## src/rtl/irst_reg_streamer.sv

```systemverilog
// irst register-dump transmitter: snapshots the register array, then streams it with a rotate-XOR signature.
// Optional macro IRST_PARITY_EN adds irst_parity and irst_sig_par outputs.
module irst_reg_streamer #(
    parameter int NUM_REGS = 8,
    parameter int ADDR_W   = 3,
    parameter int DATA_W   = 16
) (
    input  logic              clk,
    input  logic              rst,
    input  logic              start,
    output logic [ADDR_W-1:0] reg_read_addr,
    input  logic [DATA_W-1:0] reg_read_data,
    output logic [DATA_W-1:0] irst_reg_data,
    output logic [ADDR_W-1:0] irst_idx,
    output logic              irst_valid,
    input  logic              irst_ready,
    output logic              irst_done,
    output logic              busy,
`ifdef IRST_PARITY_EN
    output logic              irst_parity,
    output logic              irst_sig_par,
`endif
    output logic [DATA_W-1:0] irst_sig
);

    typedef enum logic [1:0] {
        S_IDLE,
        S_CAPTURE,
        S_SEND,
        S_DONE
    } state_t;

    state_t            state_q, state_d;
    logic [ADDR_W-1:0] idx_q, idx_d;
    logic [DATA_W-1:0] sig_q, sig_d;
    logic [DATA_W-1:0] snap_q [NUM_REGS];
    logic              cap_en;
    logic              last;
    logic [DATA_W-1:0] cur_word;

    assign last     = (idx_q == ADDR_W'(NUM_REGS - 1));
    assign cur_word = snap_q[idx_q];

`ifdef IRST_PARITY_EN
    logic sig_par_q, sig_par_d;
`endif

    // Next-state logic: capture sweep, handshake-paced send, signature fold
    always_comb begin
        state_d = state_q;
        idx_d   = idx_q;
        sig_d   = sig_q;
        cap_en  = 1'b0;
`ifdef IRST_PARITY_EN
        sig_par_d = sig_par_q;
`endif
        unique case (state_q)
            S_IDLE, S_DONE: begin
                if (start) begin
                    state_d = S_CAPTURE;
                    idx_d   = '0;
                    sig_d   = '0;
`ifdef IRST_PARITY_EN
                    sig_par_d = 1'b0;
`endif
                end
            end
            S_CAPTURE: begin
                cap_en = 1'b1;
                idx_d  = idx_q + 1'b1;
                if (last) begin
                    state_d = S_SEND;
                    idx_d   = '0;
                end
            end
            S_SEND: begin
                if (irst_ready) begin
                    sig_d = {sig_q[DATA_W-2:0], sig_q[DATA_W-1]} ^ cur_word;
                    idx_d = idx_q + 1'b1;
`ifdef IRST_PARITY_EN
                    sig_par_d = sig_par_q ^ (^cur_word);
`endif
                    if (last) begin
                        state_d = S_DONE;
                        idx_d   = '0;
                    end
                end
            end
            default: state_d = S_IDLE;
        endcase
    end

    // Output decode: data and indices are forced to zero outside their phase
    always_comb begin
        reg_read_addr = '0;
        irst_reg_data = '0;
        irst_idx      = '0;
        irst_valid    = 1'b0;
        irst_done     = 1'b0;
        busy          = 1'b0;
        unique case (state_q)
            S_CAPTURE: begin
                reg_read_addr = idx_q;
                busy          = 1'b1;
            end
            S_SEND: begin
                irst_reg_data = cur_word;
                irst_idx      = idx_q;
                irst_valid    = 1'b1;
                busy          = 1'b1;
            end
            S_DONE:  irst_done = 1'b1;
            default: ;
        endcase
    end

    assign irst_sig = sig_q;

`ifdef IRST_PARITY_EN
    assign irst_parity  = ^irst_reg_data;
    assign irst_sig_par = sig_par_q;
`endif

    // State, index, signature and snapshot registers with synchronous reset
    always_ff @(posedge clk) begin
        if (rst) begin
            state_q <= S_IDLE;
            idx_q   <= '0;
            sig_q   <= '0;
            for (int i = 0; i < NUM_REGS; i++) begin
                snap_q[i] <= '0;
            end
        end else begin
            state_q <= state_d;
            idx_q   <= idx_d;
            sig_q   <= sig_d;
            if (cap_en) begin
                snap_q[idx_q] <= reg_read_data;
            end
        end
    end

`ifdef IRST_PARITY_EN
    // Sticky parity accumulator over accepted words
    always_ff @(posedge clk) begin
        if (rst) begin
            sig_par_q <= 1'b0;
        end else begin
            sig_par_q <= sig_par_d;
        end
    end
`endif

endmodule
```

## config.mk

```make
export PLATFORM = sky130hd
export DESIGN_NAME = irst_reg_streamer
export DESIGN_NICKNAME = d
export VERILOG_FILES = /design/src/rtl/irst_reg_streamer.sv
export SDC_FILE = /design/constraint.sdc
export NUM_CORES = 1
export LEC_CHECK = 0
export BUFFER_PORTS_ARGS = -buffer_cell sky130_fd_sc_hd__buf_2
export CORE_MARGIN = 1.5
export CORE_UTILIZATION = 23
export DETAILED_ROUTE_END_ITERATION = 12
export GPL_TIMING_DRIVEN = 0
export MAX_ROUTING_LAYER = met4
export PLACE_DENSITY = 0.39
export SLEW_MARGIN = 30
export SYNTH_ARGS = -nofsm -noshare
export SYNTH_HDL_FRONTEND = slang
export SYNTH_SLANG_ARGS = --single-unit
```

## constraint.sdc

```tcl
create_clock -name clk -period 2.11 [get_ports clk]
set_input_delay 0.422 -clock clk [delete_from_list [all_inputs] [get_ports clk]]
set_output_delay 0.422 -clock clk [all_outputs]
set_load 0.03 [all_outputs]
```

==> impl_metrics.json <==
{
  "die_width_um": 178.3,
  "yosysTopAreaCell": "edfxtp_1",
  "cts_num_sinks": 152,
  "start_util_pct": 23.58,
  "synthArstFlopShare_pct": 0,
  "synth_area_um2": 7064,
  "dieArea_um2": 31770,
  "crit_family": "multiplexers",
  "worst_slew_pin_slew_ns": 0.4362,
  "yosys_warnings": 0,
  "rsz0062_at_grt": "true",
  "die_h_um": 178.3,
  "reg2reg_depth": 7,
  "numPortBuffers": 60,
  "ff2ff_setup_slack_ns": 0.08,
  "final.min_clock_period_ns": 2.511,
  "ir_drop_v": 0.0004125,
  "finish.utilization_pct": 30.15,
  "critPathKind": "reg2out",
  "vias": 4114,
  "cts_hold_buf": 0,
  "final_antenna_net_count": 0,
  "path_buf_inv": 3,
  "hold_viol": 0,
  "synthTopCellsByArea": "edfxtp_1 54%, and2_1 12%, mux4_2 9.6%",
  "violations": "setup timing",
  "grt_max_degree": 17,
  "first_global_vias": 4289,
  "drt-initial-drc-count": 219,
  "timing.rr.start": "state_q[0]",
  "cts_htree_levels": 4,
  "gp_congestion": 0.7186,
  "skew_ns": 0.009157,
  "slew_viol_final": 0,
  "routed_wl_um": 18480,
  "synth_cells": 461,
  "endpoint_kind": "output port",
  "hold_path_class": "in2reg",
  "crit_slowest_cell": "mux4_2",
  "insertion_delay_ns": 0.42,
  "slew_headroom_pct": 70.83,
  "fmax_ghz": 0.3983,
  "cts_buffer_depth": 2,
  "io_pins": 61,
  "row_count": 63,
  "grt_pass1_wl_um": 27350,
  "drcViolationCount": 0,
  "synth-seq-area-share_pct": 61.21,
  "first_pass_iters": 4,
  "min_from": "reg_read_data[12]",
  "start_kind": "flip-flop",
  "worstPathMaxFanout": 7,
  "leakage_uw": 0.003355,
  "synth-edff-count": 128,
  "drv_cap": 0,
  "period_share_pct": 119.0,
  "area_growth_pct": 27.86,
  "wl_per_cell_um": 18.95,
  "layout_common_cells": "134 x and2_1, 128 x edfxtp_1, 44 x buf_2",
  "cts_buffers": 17,
  "cpPeakStageDelay_ns": 0.53,
  "cp.required_ns": 1.69,
  "cts_tree": "yes",
  "ys_types": 34,
  "synth_top_area_share_pct": 54.41,
  "whs_path_depth": 2,
  "power.density_nw_per_um2": 1047,
  "crit_path_frequent_cell": "buf_12",
  "outcome": "finished with violations",
  "clk_pin_slew_worst_paths_ns": 0.06,
  "setup_viol": 16,
  "antenna_found_initial": 2,
  "hpwl_um": 12210,
  "yosys_register_bits": 152,
  "nNetsFinal": 597,
  "r2r-end": "irst_sig[1]",
  "ctsRootBufferMaster": "clkbuf_16",
  "synthFlopType": "edfxtp_1",
  "holdWs_ns": 0.3675,
  "fp.coreArea_um2": 29950,
  "hold_path_end": "snap_q[1][12]",
  "overflow": 0,
  "crit_arrival_ns": 2.09,
  "grtUsageTotal_pct": 12.72,
  "routed_via_density": 4.219,
  "crit_path_cell_trace": "buf_12, buf_12, mux4_2, mux2i_4, nor2_1, buf_4",
  "synth_area_per_cell_um2": 15.32,
  "syn_nets": 488,
  "final_common_cell": "and2_1",
  "drive_gt1_share_pct": 36.88,
  "worst_slack_ns": -0.4008
}
## registers in the layout, summed over array words and instances (netlist names), named ones only
register,count
state_q,2
idx_q,3
irst_sig,16
snap_q,128
## report_power, final
part	switching, uW	internal [uW]
clock	1240	1740
combinational	1500	1370
sequential	114	3480
total	2860	6600
## area by class of cell
class / instances / area, um^2
tap: 390 / 488.0
clock inverter: 12 / 112.6
sequential: 152 / 4328
inverter: 4 / 16.27
buffer: 22 / 191.4
timing repair buffer: 90 / 715.7
fill: 3032 / 20920
multi-input combinational: 283 / 2708
clock buffer: 20 / 467.9
antenna: 2 / 5.005
## what timing repair did
| item | CTS | global route |
|---|---|---|
| buffers inserted | 20 | 8 |
| cloned | 0 | 2 |
| pin swaps | 8 | 2 |
| setup endpoints to repair | 243 | 48 |
| gates resized for setup | 64 | 6 |
## synth_stat cells (3+ instances only)
cell type  instances
dfxtp_1           24
xor2_1            16
mux2i_4           10
and2_1           134
o2bb2ai_1         16
nand2b_1           3
or2_2              9
nor2_1            30
mux2i_2            5
mux4_2            30
clkbuf_1          11
buf_2              5
edfxtp_1         128
buf_12             3
inv_1              3
ha_1               7
## cell families (layout without fill, tap and decap cells)
logic type,after synthesis,in the layout,share of synthesized area (%)
buffers and inverters,26,148,2.480
XOR/XNOR,16,16,1.984
other,0,2,0
AO/OA/AOI/OAI,23,23,2.639
adder cells (fa/ha/maj),7,7,1.240
AND/OR/NAND/NOR,188,188,15.69
flip-flops,152,152,61.21
multiplexers,49,49,14.75
## how the worst max path moves through the flow
stage | from | to | slack [ns] | depth (start not counted)
final | flip-flop | irst_reg_data[13] | -0.40 | 6
after global routing | flip-flop | irst_reg_data[13] | -0.46 | 6
after CTS | flip-flop | irst_reg_data[12] | -0.44 | 6
after detailed placement | state_q[0] | snap_q[6][10] | -0.58 | 4
after global placement | state_q[1] | snap_q[6][10] | -0.54 | 5
after floorplan | state_q[0] | irst_sig[0] | 0.14 | 7
## worst reg2reg max path: cells and delay by family (launching register included)
| kind | cells | cell delay [ns] |
|---|---|---|
| adder cells (fa/ha/maj) | 1 | 0.29 |
| AO/OA/AOI/OAI | 2 | 0.24 |
| flip-flops | 1 | 0.36 |
| AND/OR/NAND/NOR | 2 | 0.65 |
| buffers and inverters | 2 | 0.41 |
## metrics by stage
stage               TNS, ns  instances  instance area, um^2  setup WS [ns]  total power, uW
finish               -5.692        975                 9032        -0.4008             9460
global route         -6.987        975                 9032        -0.4625             9885
CTS                  -7.056        963                 8894        -0.4402             9359
detailed placement   -88.23        911                 7853        -0.5773             6057
global placement     -84.78        911                 7853        -0.5388             6025
floorplan                 0        461                 7064         0.1431             5390
## routing by layer
layer / GRT usage [%] / up-vias / wire, um
met5: - / - / 0
met4: 3.819 / 0 / 174
met3: 2.813 / 10 / 829
met2: 21.69 / 79 / 9615
met1: 14.99 / 2118 / 7857
li1: - / 1907 / -
Note: power is estimated with default switching activity, not from simulation.
